<file path="src/rtl/pht_update_scheduler.sv">
// Single write-port sequencer for the PHT counter RAM: runs the init sweep, then
// serialises per-lane branch updates through an in-order overflow FIFO.
module pht_update_scheduler #(
    parameter int ENTRY_NUM   = 2048,
    parameter int INDEX_WIDTH = 11,
    parameter int ENTRY_WIDTH = 2,
    parameter int REQ_NUM     = 2,
    parameter int QUEUE_DEPTH = 8,
    parameter int INIT_VALUE  = 2
) (
    input  logic                           clk,
    input  logic                           rst,
    input  logic                           init_start,
    input  logic [REQ_NUM-1:0]             req_valid,
    input  logic [REQ_NUM*INDEX_WIDTH-1:0] req_index,
    input  logic [REQ_NUM*ENTRY_WIDTH-1:0] req_value,
    output logic                           pht_we,
    output logic [INDEX_WIDTH-1:0]         pht_wa,
    output logic [ENTRY_WIDTH-1:0]         pht_wv,
    output logic                           busy_init,
    output logic [$clog2(QUEUE_DEPTH):0]   queue_count,
    output logic [15:0]                    drop_count
);

    localparam int PTR_W  = $clog2(QUEUE_DEPTH);
    localparam int CNT_W  = PTR_W + 1;
    localparam int LANE_W = (REQ_NUM > 1) ? $clog2(REQ_NUM) : 1;

    typedef enum logic {
        S_INIT,
        S_RUN
    } state_t;

    state_t                   r_state;
    logic [INDEX_WIDTH-1:0]   r_sweep_idx;
    logic                     r_pht_we;
    logic [INDEX_WIDTH-1:0]   r_pht_wa;
    logic [ENTRY_WIDTH-1:0]   r_pht_wv;
    logic                     r_busy_init;
    logic [PTR_W-1:0]         r_head;
    logic [PTR_W-1:0]         r_tail;
    logic [CNT_W-1:0]         r_count;
    logic [15:0]              r_drop_count;
    logic [INDEX_WIDTH-1:0]   r_q_index [QUEUE_DEPTH];
    logic [ENTRY_WIDTH-1:0]   r_q_value [QUEUE_DEPTH];

    logic                     w_run;
    logic                     w_pop;
    logic [CNT_W-1:0]         w_capacity;
    logic                     w_direct_valid;
    logic [LANE_W-1:0]        w_direct_lane;
    logic [REQ_NUM-1:0]       w_push;
    logic [PTR_W-1:0]         w_push_off [REQ_NUM];
    logic [CNT_W-1:0]         w_push_num;
    logic [CNT_W-1:0]         w_drop_num;
    logic [16:0]              w_drop_sum;
    logic [15:0]              w_drop_next;
    logic [INDEX_WIDTH-1:0]   w_direct_index;
    logic [ENTRY_WIDTH-1:0]   w_direct_value;

    // init_start wins over any same-edge update: those lanes are neither written nor counted.
    assign w_run      = (r_state == S_RUN) && !init_start;
    assign w_pop      = w_run && (r_count != '0);
    assign w_capacity = CNT_W'(QUEUE_DEPTH) - r_count + CNT_W'(w_pop);

    // Lane allocation: the queue head has priority over fresh lanes, so the lowest
    // lane only bypasses the FIFO when it is empty; the rest fill free slots in lane order.
    always_comb begin
        // NOTE: every combinational output gets a default first so no path infers a latch.
        w_direct_valid = 1'b0;
        w_direct_lane  = '0;
        w_push         = '0;
        w_push_num     = '0;
        w_drop_num     = '0;
        for (int i = 0; i < REQ_NUM; i++) begin
            w_push_off[i] = '0;
        end
        for (int i = 0; i < REQ_NUM; i++) begin
            if (w_run && req_valid[i]) begin
                if (!w_pop && !w_direct_valid) begin
                    w_direct_valid = 1'b1;
                    w_direct_lane  = LANE_W'(i);
                end else if (w_push_num < w_capacity) begin
                    w_push[i]     = 1'b1;
                    w_push_off[i] = PTR_W'(w_push_num);
                    w_push_num    = w_push_num + CNT_W'(1);
                end else begin
                    w_drop_num = w_drop_num + CNT_W'(1);
                end
            end
        end
    end

    assign w_direct_index = req_index[w_direct_lane*INDEX_WIDTH +: INDEX_WIDTH];
    assign w_direct_value = req_value[w_direct_lane*ENTRY_WIDTH +: ENTRY_WIDTH];
    assign w_drop_sum     = 17'(r_drop_count) + 17'(w_drop_num);
    assign w_drop_next    = w_drop_sum[16] ? 16'hFFFF : w_drop_sum[15:0];

    // NOTE: sequential state uses non-blocking assignments so every register samples pre-edge values.
    always_ff @(posedge clk or posedge rst) begin
        if (rst) begin
            r_state      <= S_INIT;
            r_sweep_idx  <= '0;
            r_pht_we     <= 1'b0;
            r_pht_wa     <= '0;
            r_pht_wv     <= '0;
            r_busy_init  <= 1'b1;
            r_head       <= '0;
            r_tail       <= '0;
            r_count      <= '0;
            r_drop_count <= '0;
        end else begin
            case (r_state)
                S_INIT: begin
                    if (init_start) begin
                        r_pht_we    <= 1'b0;
                        r_sweep_idx <= '0;
                    end else begin
                        r_pht_we    <= 1'b1;
                        r_pht_wa    <= r_sweep_idx;
                        r_pht_wv    <= ENTRY_WIDTH'(INIT_VALUE);
                        r_sweep_idx <= r_sweep_idx + INDEX_WIDTH'(1);
                        if (r_sweep_idx == INDEX_WIDTH'(ENTRY_NUM - 1)) begin
                            r_state     <= S_RUN;
                            r_busy_init <= 1'b0;
                        end
                    end
                end
                S_RUN: begin
                    if (init_start) begin
                        r_state     <= S_INIT;
                        r_busy_init <= 1'b1;
                        r_sweep_idx <= '0;
                        r_pht_we    <= 1'b0;
                        r_head      <= '0;
                        r_tail      <= '0;
                        r_count     <= '0;
                    end else begin
                        if (w_pop) begin
                            r_pht_we <= 1'b1;
                            r_pht_wa <= r_q_index[r_head];
                            r_pht_wv <= r_q_value[r_head];
                            r_head   <= r_head + PTR_W'(1);
                        end else if (w_direct_valid) begin
                            r_pht_we <= 1'b1;
                            r_pht_wa <= w_direct_index;
                            r_pht_wv <= w_direct_value;
                        end else begin
                            r_pht_we <= 1'b0;
                        end
                        r_tail       <= r_tail + PTR_W'(w_push_num);
                        r_count      <= r_count - CNT_W'(w_pop) + w_push_num;
                        r_drop_count <= w_drop_next;
                    end
                end
                default: r_state <= S_INIT;
            endcase
        end
    end

    // NOTE: FIFO storage is not reset; occupancy is tracked by r_count, so stale slots are never read.
    always_ff @(posedge clk) begin
        for (int i = 0; i < REQ_NUM; i++) begin
            if (w_push[i]) begin
                r_q_index[r_tail + w_push_off[i]] <= req_index[i*INDEX_WIDTH +: INDEX_WIDTH];
                r_q_value[r_tail + w_push_off[i]] <= req_value[i*ENTRY_WIDTH +: ENTRY_WIDTH];
            end
        end
    end

    assign pht_we      = r_pht_we;
    assign pht_wa      = r_pht_wa;
    assign pht_wv      = r_pht_wv;
    assign busy_init   = r_busy_init;
    assign queue_count = r_count;
    assign drop_count  = r_drop_count;

endmodule

</file>
<file path="config.mk">
export PLATFORM = sky130hd
export DESIGN_NAME = pht_update_scheduler
export DESIGN_NICKNAME = d
export VERILOG_FILES = /design/src/rtl/pht_update_scheduler.sv
export SDC_FILE = /design/constraint.sdc
export NUM_CORES = 1
export LEC_CHECK = 0
export CORE_MARGIN = 2
export CORE_UTILIZATION = 50
export DETAILED_ROUTE_END_ITERATION = 10
export PLACE_DENSITY = 0.7
export SYNTH_ARGS = -nofsm -noshare
export SYNTH_HDL_FRONTEND = slang
export SYNTH_SLANG_ARGS = --single-unit
export TNS_END_PERCENT = 5
</file>
<file path="constraint.sdc">
create_clock -name clk -period 7.02 [get_ports clk]
set_input_delay 1.404 -clock clk [delete_from_list [all_inputs] [get_ports clk]]
set_output_delay 1.404 -clock clk [all_outputs]
set_load 0.005 [all_outputs]
</file>
==> report_table.html, run 1 <==
<table>
<tr><th>Metric</th><th>Value</th></tr>
<tr><th colspan="2">Job</th></tr>
<tr><td>Number of violations of the max-capacitance limit</td><td>0</td></tr>
<tr><th colspan="2">Global route</th></tr>
<tr><td>Global-route wire length before repair</td><td>33.4 mm</td></tr>
<tr><td>Total overflow reported by the global router</td><td>0</td></tr>
<tr><td>Initial antenna violation count</td><td>0</td></tr>
<tr><td>Largest net degree at the start of global routing</td><td>54</td></tr>
<tr><td>Overall track demand over capacity in global routing</td><td>24.0%</td></tr>
<tr><td>Number of global-route vias before repair</td><td>5,985</td></tr>
<tr><th colspan="2">Worst hold path</th></tr>
<tr><td>Class of the most critical hold timing path</td><td>reg2reg</td></tr>
<tr><td>Hold-critical path endpoint</td><td>pht_wa[2]</td></tr>
<tr><td>Startpoint of the lowest-slack hold path</td><td>pht_wa[2]</td></tr>
<tr><td>Worst hold path depth</td><td>2</td></tr>
<tr><th colspan="2">Synth</th></tr>
<tr><td>Area contributors post-synth</td><td>edfxtp_1 36%, dfrtp_1 15%, mux2_2 13%</td></tr>
<tr><td>Post-Synthesis Net Count</td><td>752</td></tr>
<tr><td>Cell type contributing the most total cell area after synthesis</td><td>edfxtp_1</td></tr>
<tr><td>Mean area per synthesized cell</td><td>12.3 sq um</td></tr>
<tr><td>Flip-flop cell with the highest count after synthesis</td><td>edfxtp_1</td></tr>
<tr><td>Number of synthesized register bits</td><td>157</td></tr>
<tr><td>Netlist Area Pre-Place</td><td>8610 sq um</td></tr>
<tr><td>Number of distinct library cell variants in the gate-level netlist after synthesis</td><td>56</td></tr>
<tr><td>Synth Instances</td><td>701</td></tr>
<tr><td>Proportion of netlist area held by the largest area contributor</td><td>36.3%</td></tr>
<tr><td>Number of synthesis warnings</td><td>0</td></tr>
<tr><td>Proportion of synthesized chip area in sequential cells</td><td>51.7%</td></tr>
<tr><td>FFs w/ async S/R, synth</td><td>33.8%</td></tr>
<tr><td>EDFF count, synth</td><td>104</td></tr>
<tr><th colspan="2">Pwr</th></tr>
<tr><td>Total power divided by cell area</td><td>219 nW/um^2</td></tr>
<tr><td>Sw power</td><td>0.528 mW</td></tr>
<tr><td>Power Total</td><td>2.19 mW</td></tr>
<tr><td>Leakage power figure</td><td>3.93 nW</td></tr>
<tr><td>Design internal power</td><td>1.66 mW</td></tr>
<tr><td>Worst IR Drop VDD</td><td>0.000179 V</td></tr>
<tr><td>Portion of total power attributed to sequential cells</td><td>46.5%</td></tr>
<tr><td>Switching part of the total</td><td>24.2%</td></tr>
<tr><td>Proportion of power drawn by combinational gates</td><td>12.4%</td></tr>
<tr><td>Clock share of power</td><td>41.0%</td></tr>
<tr><th colspan="2">STA</th></tr>
<tr><td>Tmin final</td><td>5.80 ns</td></tr>
<tr><td>Max-slew violation total from the final report</td><td>0</td></tr>
<tr><td>Relative max-transition margin</td><td>15.1%</td></tr>
<tr><td>Final period util</td><td>82.6%</td></tr>
<tr><td>Worst clock skew on the final layout</td><td>0.00698 ns</td></tr>
<tr><td>Achievable clock frequency</td><td>0.173 GHz</td></tr>
<tr><td>Final hold vios</td><td>0</td></tr>
<tr><td>Total Neg Setup Slack</td><td>0 ns</td></tr>
<tr><td>Slew at the pin closest to its max-slew limit</td><td>1.27 ns</td></tr>
<tr><td>RSZ-0062 raised after global routing</td><td>no</td></tr>
<tr><td>Count of final setup violators</td><td>0</td></tr>
<tr><th colspan="2">Clock tree</th></tr>
<tr><td>Number of buffers created by CTS</td><td>17</td></tr>
<tr><td>Post-CTS sizing</td><td>0</td></tr>
<tr><td># Post-CTS Setup Buffers</td><td>0</td></tr>
<tr><td>Clock tree sinks</td><td>157</td></tr>
<tr><td>CTS tree</td><td>yes</td></tr>
<tr><td>CTS root buf</td><td>clkbuf_16</td></tr>
<tr><td>CTS Hold Bufs</td><td>0</td></tr>
<tr><td>Number of levels the H-tree was split into</td><td>4</td></tr>
<tr><td>Clock Latency Late Sink</td><td>0.42 ns</td></tr>
<tr><td>CTS max path bufs</td><td>2</td></tr>
<tr><td>Clock transition time at the flip-flop clock pins of the worst setup and hold paths</td><td>0.06 ns</td></tr>
<tr><th colspan="2">Detailed routing</th></tr>
<tr><td>1st-pass router iterations</td><td>6</td></tr>
<tr><td>Total wirelength of the detailed-routed design</td><td>21.0 mm</td></tr>
<tr><td>Count of routing violations after the opening detailed-route iteration</td><td>519</td></tr>
<tr><td>Drt via density</td><td>6.00</td></tr>
<tr><td>Average wire length per cell after detail routing</td><td>21.3 microns</td></tr>
<tr><td>Count of unresolved DRC violations after routing</td><td>0</td></tr>
<tr><td>Routed vias</td><td>5,906</td></tr>
<tr><td>Number of nets still failing antenna checks after routing</td><td>0</td></tr>
<tr><th colspan="2">Critical path</th></tr>
<tr><td>Crit path arrival time</td><td>5.91 ns</td></tr>
<tr><td>Critical path fanouts, max</td><td>14</td></tr>
<tr><td>CP Data Required Time</td><td>7.13 ns</td></tr>
<tr><td>Category of the critical setup timing path</td><td>in2reg</td></tr>
<tr><td>Critical path endpoint category</td><td>flip-flop</td></tr>
<tr><td>R2R Path End</td><td>r_q_index[3][8]</td></tr>
<tr><td>Origin of the critical flop-to-flop path</td><td>queue_count[2]</td></tr>
<tr><td>Type of origin of the critical path</td><td>primary input</td></tr>
<tr><td>FF-to-FF setup slack</td><td>1.76 ns</td></tr>
<tr><td>FF-to-FF path depth</td><td>20</td></tr>
<tr><th colspan="2">Cells and area</th></tr>
<tr><td>Post-layout net count</td><td>802</td></tr>
<tr><td>Ant. Diodes</td><td>0</td></tr>
<tr><td>Fillers</td><td>1,350</td></tr>
<tr><td>Relative area change from synthesis to final layout</td><td>16.1%</td></tr>
<tr><td>Ratio of cells with drive above 1 in the final layout</td><td>23.4%</td></tr>
<tr><th colspan="2">Floorplan</th></tr>
<tr><td>Core footprint</td><td>16,700 sq um</td></tr>
<tr><td>Initial cell density of the core</td><td>51.6%</td></tr>
<tr><td>Die Ht</td><td>135 microns</td></tr>
<tr><td>Row Count</td><td>47</td></tr>
<tr><td>Number of I/O pins</td><td>66</td></tr>
<tr><td>Full die area</td><td>18,300 sq um</td></tr>
<tr><td>Die Width</td><td>135 microns</td></tr>
<tr><th colspan="2">Placed design</th></tr>
<tr><td>Port-buffer cells</td><td>65</td></tr>
<tr><td>HPWL after detailed placement</td><td>14.2 mm</td></tr>
<tr><td>Routability Congestion</td><td>0.842</td></tr>
<tr><th colspan="2">Status</th></tr>
<tr><td>Outcome</td><td>finished clean</td></tr>
</table>
## registers in the layout, summed over array words and instances (netlist names), 3 cells and up
name	count
r_q_index	88
drop_count	16
r_q_value	16
pht_wa	11
r_sweep_idx	11
queue_count	4
r_head	3
r_tail	3
## how the worst max path moves through the flow
stage | startpoint | to | slack, ns
2_1_floorplan | init_start | r_q_index[0][0] | 1.86
3_3_place_gp | init_start | r_q_index[0][3] | 0.98
3_5_place_dp | init_start | r_q_index[0][3] | 0.80
4_1_cts | init_start | r_q_index[0][10] | 1.24
5_1_grt | init_start | drop_count[1] | 0.88
6_report | init_start | r_q_index[3][8] | 1.22
## power by group through the flow
stage	Combinational [mW]	Sequential [mW]	Clock, mW
floorplan	0.191	1.03	0
global placement	0.260	1.04	0
detailed placement	0.269	1.04	0
CTS	0.271	1.02	0.908
global route	0.296	1.02	0.942
finish	0.272	1.02	0.898
## critical path, stage by stage
cell             delay, ns
clkdlybuf4s50_1       0.43
nor2b_1               0.12
buf_4                 0.19
nand2_1               0.12
ha_1                  0.22
or3_1                 0.34
a41o_1                0.29
a21oi_1               0.32
ha_1                  0.22
nand2_1               0.15
inv_1                 0.10
ha_1                  0.14
ha_1                  0.16
xnor2_1               0.15
o2111ai_2             0.33
nor3_4                0.72
o21bai_1              0.21
buf_4                 0.26
## kinds of logic (layout without fill, tap and decap cells)
group                    after synthesis  count (layout)  share of synthesized area (%)
adder cells (fa/ha/maj)               20              20                           3.17
AND/OR/NAND/NOR                      173             173                           11.1
multiplexers                         157             157                           20.4
AO/OA/AOI/OAI                        100             100                           7.88
buffers and inverters                 76             139                           3.92
XOR/XNOR                              18              18                           1.83
flip-flops                           157             157                           51.7
## area by class of cell
cell class	instances	area, sq um	area share, %
Clock buffer	26	510	5.11
Clock inverter	6	57.6	0.576
Inverter	28	110	1.10
Multi-Input combinational cell	468	3830	38.3
Sequential cell	157	4450	44.6
Tap cell	220	275	2.75
Timing Repair Buffer	79	756	7.56
## layout by cell type, fill, tap and decap left out, types with 3 or more instances in the layout
master / synthesis / layout
xor2_1: 7 / 7
clkbuf_16: 0 / 18
nand2b_1: 5 / 5
nor3_1: 5 / 5
nand3_1: 19 / 19
and3_1: 11 / 11
a21oi_1: 13 / 13
mux2_2: 103 / 103
inv_1: 27 / 26
o22ai_1: 6 / 6
a31o_2: 10 / 10
nor3_4: 6 / 6
clkbuf_1: 29 / 5
nand4_1: 14 / 14
clkbuf_8: 0 / 3
nor2b_1: 8 / 8
mux4_2: 4 / 4
fa_1: 3 / 3
o21bai_1: 8 / 7
mux2_1: 3 / 3
a22oi_1: 23 / 23
a31oi_1: 3 / 3
ha_1: 17 / 17
nand2_1: 53 / 53
o21ai_0: 23 / 23
nor2_1: 35 / 35
clkinv_2: 0 / 3
clkdlybuf4s50_1: 0 / 65
xnor2_1: 11 / 11
edfxtp_1: 104 / 104
dfrtp_1: 52 / 51
mux2i_1: 47 / 47
buf_4: 6 / 14
o31ai_1: 3 / 3
## per-stage QoR
step / instances / utilization (%) / instance area (sq um) / setup slack [ns] / hold WS (ns)
global route: 984 / 59.8 / 9990 / 0.877 / 0.504
detailed placement: 952 / 56.4 / 9420 / 0.801 / 0.470
floorplan: 701 / - / 8610 / 1.86 / 0.473
finish: 984 / 59.8 / 9990 / 1.22 / 0.478
CTS: 984 / 59.8 / 9990 / 1.24 / 0.484
global placement: 952 / 56.4 / 9420 / 0.979 / 0.464
## cells in the mapped netlist, drive strengths merged (13+ instances only)
library cell,n
mux2,106
edfxtp,104
nand2,53
dfrtp,52
mux2i,47
nor2,35
clkbuf,29
inv,28
a22oi,23
o21ai,23
buf,19
nand3,19
ha,17
nand4,14
a21oi,13
## per-layer routing
metal  global-route usage [%]  wire, microns
met5                        0              0
met2                     39.6          10400
met3                     3.63           1110
met1                     33.3           9270
met4                     6.77            204
Note: power is estimated with default switching activity, not from simulation.
==> inputs of run 2 (changes only) <==
==> constraint.sdc (replaced) <==
create_clock -name clk -period 5.34 [get_ports clk]
set_input_delay 1.068 -clock clk [delete_from_list [all_inputs] [get_ports clk]]
set_output_delay 1.068 -clock clk [all_outputs]
set_load 0.005 [all_outputs]
==> run 2 against run 1 <==
Largest power group unchanged. Wire length shrank 1.2%. Critical path depth up 1. Setup slack got worse by 0.76 ns. Non-clock buffer count is 15 higher. Core utilization is 0.97 points higher. Sequential power grew 33%. Via count grew 0.91%. Sequential share of layout area decreased by 0.71 points. Global-route usage down 0.34 points.
==> report_table.html, run 2 (synthesis gave the netlist of run 1 again) <==
<table>
<tr><th>Metric</th><th>Value</th></tr>
<tr><th colspan="2">Status</th></tr>
<tr><td>Outcome</td><td>finished clean</td></tr>
<tr><th colspan="2">STA</th></tr>
<tr><td>Total Neg Setup Slack</td><td>0 ns</td></tr>
<tr><td>Achievable clock frequency</td><td>0.205 GHz</td></tr>
<tr><td>Count of final setup violators</td><td>0</td></tr>
<tr><td>RSZ-0062 raised after global routing</td><td>no</td></tr>
<tr><td>Final hold slack</td><td>0.477 ns</td></tr>
<tr><td>Max-slew violation total from the final report</td><td>0</td></tr>
<tr><td>Slew at the pin closest to its max-slew limit</td><td>1.06 ns</td></tr>
<tr><td>Tmin final</td><td>4.88 ns</td></tr>
<tr><td>Worst clock skew on the final layout</td><td>0.00964 ns</td></tr>
<tr><td>Final setup slack of the worst path</td><td>0.463 ns</td></tr>
<tr><td>Relative max-transition margin</td><td>29.1%</td></tr>
<tr><td>Final period util</td><td>91.3%</td></tr>
<tr><td>Final hold vios</td><td>0</td></tr>
<tr><th colspan="2">Global route</th></tr>
<tr><td>Total overflow reported by the global router</td><td>0</td></tr>
<tr><td>Largest net degree at the start of global routing</td><td>48</td></tr>
<tr><td>Number of global-route vias before repair</td><td>5,890</td></tr>
<tr><td>Initial antenna violation count</td><td>0</td></tr>
<tr><td>Overall track demand over capacity in global routing</td><td>23.7%</td></tr>
<tr><td>Global-route wire length before repair</td><td>32.5 mm</td></tr>
<tr><th colspan="2">Critical path</th></tr>
<tr><td>Origin of the critical flop-to-flop path</td><td>queue_count[2]</td></tr>
<tr><td>Category of the critical setup timing path</td><td>reg2reg</td></tr>
<tr><td>Critical path endpoint category</td><td>flip-flop</td></tr>
<tr><td>Crit path arrival time</td><td>5.22 ns</td></tr>
<tr><td>Worst path most repeated cell</td><td>ha_1</td></tr>
<tr><td>FF-to-FF setup slack</td><td>0.46 ns</td></tr>
<tr><td>Type of origin of the critical path</td><td>flip-flop</td></tr>
<tr><td>R2R Path End</td><td>drop_count[1]</td></tr>
<tr><td>Worst path slowest cell</td><td>or4b_2</td></tr>
<tr><td>Stages on the worst setup path</td><td>19</td></tr>
<tr><td>Critical path fanouts, max</td><td>14</td></tr>
<tr><td>Stage delay of the slowest cell on the critical path</td><td>0.61 ns</td></tr>
<tr><td>Ordered list of cells on the worst path</td><td>inv_1 -&gt; ha_1 -&gt; or3b_4 -&gt; nand2_1 -&gt; ha_1 -&gt; inv_1 -&gt; ha_1 -&gt; nor3b_1 -&gt; a41o_1 -&gt; nand2_1 -&gt; or4b_2 -&gt; a21oi_1 -&gt; ha_1 -&gt; inv_1 -&gt; fa_1 -&gt; nor3_1 -&gt; buf_4 -&gt; nand4_1 -&gt; o211ai_1</td></tr>
<tr><td>FF-to-FF path depth</td><td>19</td></tr>
<tr><td>Kind of cell with the highest combined delay on the critical path</td><td>simple AND/OR/NAND/NOR gates</td></tr>
<tr><td>CP Data Required Time</td><td>5.68 ns</td></tr>
<tr><td>WP buf/inv</td><td>4</td></tr>
<tr><th colspan="2">Placed design</th></tr>
<tr><td>Routability Congestion</td><td>0.860</td></tr>
<tr><td>Place WS</td><td>0.101 ns</td></tr>
<tr><td>Port-buffer cells</td><td>65</td></tr>
<tr><td>HPWL after detailed placement</td><td>14.0 mm</td></tr>
<tr><td>Placed Cells incl. Taps</td><td>967</td></tr>
<tr><th colspan="2">Clock tree</th></tr>
<tr><td>Clock tree sinks</td><td>157</td></tr>
<tr><td>Post-CTS sizing</td><td>0</td></tr>
<tr><td>CTS Hold Bufs</td><td>0</td></tr>
<tr><td>CTS tree</td><td>yes</td></tr>
<tr><td>Clock Latency Late Sink</td><td>0.43 ns</td></tr>
<tr><td># Post-CTS Setup Buffers</td><td>0</td></tr>
<tr><td>Clock transition time at the flip-flop clock pins of the worst setup and hold paths</td><td>0.06 ns</td></tr>
<tr><td>CTS max path bufs</td><td>2</td></tr>
<tr><td>Number of levels the H-tree was split into</td><td>4</td></tr>
<tr><td>CTS root buf</td><td>clkbuf_16</td></tr>
<tr><td>Number of buffers created by CTS</td><td>17</td></tr>
<tr><th colspan="2">Pwr</th></tr>
<tr><td>Design internal power</td><td>2.11 mW</td></tr>
<tr><td>Leakage power figure</td><td>3.99 nW</td></tr>
<tr><td>Clock share of power</td><td>40.1%</td></tr>
<tr><td>Worst IR Drop VDD</td><td>0.000256 V</td></tr>
<tr><td>Sw power</td><td>0.711 mW</td></tr>
<tr><td>Switching part of the total</td><td>25.2%</td></tr>
<tr><td>Total power divided by cell area</td><td>278 nW/um^2</td></tr>
<tr><td>Proportion of power drawn by combinational gates</td><td>11.9%</td></tr>
<tr><td>Portion of total power attributed to sequential cells</td><td>48.1%</td></tr>
<tr><th colspan="2">Detailed routing</th></tr>
<tr><td>1st-pass router iterations</td><td>5</td></tr>
<tr><td>Count of routing violations after the opening detailed-route iteration</td><td>434</td></tr>
<tr><td>Drt via density</td><td>5.97</td></tr>
<tr><td>Count of unresolved DRC violations after routing</td><td>0</td></tr>
<tr><td>Routed vias</td><td>5,960</td></tr>
<tr><td>Average wire length per cell after detail routing</td><td>20.8 microns</td></tr>
<tr><td>Number of nets still failing antenna checks after routing</td><td>0</td></tr>
<tr><td>Total wirelength of the detailed-routed design</td><td>20.7 mm</td></tr>
<tr><th colspan="2">Floorplan</th></tr>
<tr><td>Number of I/O pins</td><td>66</td></tr>
<tr><td>Die Ht</td><td>135 microns</td></tr>
<tr><td>Die Width</td><td>135 microns</td></tr>
<tr><td>Core footprint</td><td>16,700 sq um</td></tr>
<tr><td>Initial cell density of the core</td><td>51.6%</td></tr>
<tr><td>Full die area</td><td>18,300 sq um</td></tr>
<tr><td>Row Count</td><td>47</td></tr>
<tr><th colspan="2">Cells and area</th></tr>
<tr><td>Leading cell types in the layout, fill and taps excluded</td><td>104 x edfxtp_1, 103 x mux2_2, 65 x clkdlybuf4s50_1</td></tr>
<tr><td>Fillers</td><td>1,341</td></tr>
<tr><td>Flip-flop count of the largest register after layout</td><td>88</td></tr>
<tr><td>Ant. Diodes</td><td>0</td></tr>
<tr><td>Most common cell after layout, fill and taps aside</td><td>edfxtp_1</td></tr>
<tr><td>Final core utilization</td><td>60.8%</td></tr>
<tr><td>Relative area change from synthesis to final layout</td><td>17.9%</td></tr>
<tr><td>Ratio of cells with drive above 1 in the final layout</td><td>24.9%</td></tr>
<tr><td>Post-layout net count</td><td>817</td></tr>
<tr><td>Final std cells w/o fill</td><td>999</td></tr>
<tr><th colspan="2">Job</th></tr>
<tr><td>Number of violations of the max-capacitance limit</td><td>0</td></tr>
<tr><th colspan="2">Worst hold path</th></tr>
<tr><td>Worst hold path depth</td><td>2</td></tr>
<tr><td>Startpoint of the lowest-slack hold path</td><td>pht_wa[10]</td></tr>
<tr><td>Hold-critical path endpoint</td><td>pht_wa[10]</td></tr>
<tr><td>Class of the most critical hold timing path</td><td>reg2reg</td></tr>
</table>
## run 2: metrics by stage
step,instance area [sq um],power [mW]
2_1_floorplan,8610,1.60
3_3_place_gp,9610,1.70
3_5_place_dp,9610,1.71
4_1_cts,10200,2.83
5_1_grt,10200,2.91
6_report,10200,2.82
## run 2: power by group through the flow
stage | registers [mW] | logic [mW] | clock network, mW
final | 1.36 | 0.335 | 1.13
after global routing | 1.36 | 0.362 | 1.19
after CTS | 1.36 | 0.332 | 1.14
after detailed placement | 1.38 | 0.329 | 0
after global placement | 1.38 | 0.317 | 0
after floorplan | 1.35 | 0.251 | 0
## run 2: how the worst max path moves through the flow
| stage | slack [ns] | from | endpoint |
|---|---|---|---|
| after floorplan | 0.51 | init_start | r_q_index[0][0] |
| after global placement | 0.21 | init_start | drop_count[1] |
| after detailed placement | 0.10 | init_start | r_q_index[0][1] |
| after CTS | 0.49 | queue_count[2] | drop_count[1] |
| after global routing | 0.18 | queue_count[2] | drop_count[1] |
| final | 0.46 | queue_count[2] | drop_count[1] |
## run 2: worst min-delay path: cells and delay by family (launching register included)
kind	cells	cell delay, ns
compound gates	1	0.06
flops	1	0.34
simple gates	1	0.04
## run 2: area by class of cell
| class | count | area, sq um | area share [%] |
|---|---|---|---|
| clock buffers | 17 | 425 | 4.19 |
| flip-flops and latches | 157 | 4450 | 43.8 |
| multi-input cells | 468 | 3830 | 37.7 |
| inverters | 28 | 110 | 1.08 |
| clock inverters | 15 | 121 | 1.20 |
| repair buffers | 94 | 943 | 9.29 |
| well taps | 220 | 275 | 2.71 |
## run 2: layer usage
| layer | share of wire, % | track usage [%] |
|---|---|---|
| met3 | 6.3 | 4.38 |
| met2 | 49 | 38.9 |
| met1 | 41 | 31.3 |
| met5 | 0 | 0 |
| met4 | 2.8 | 9.32 |
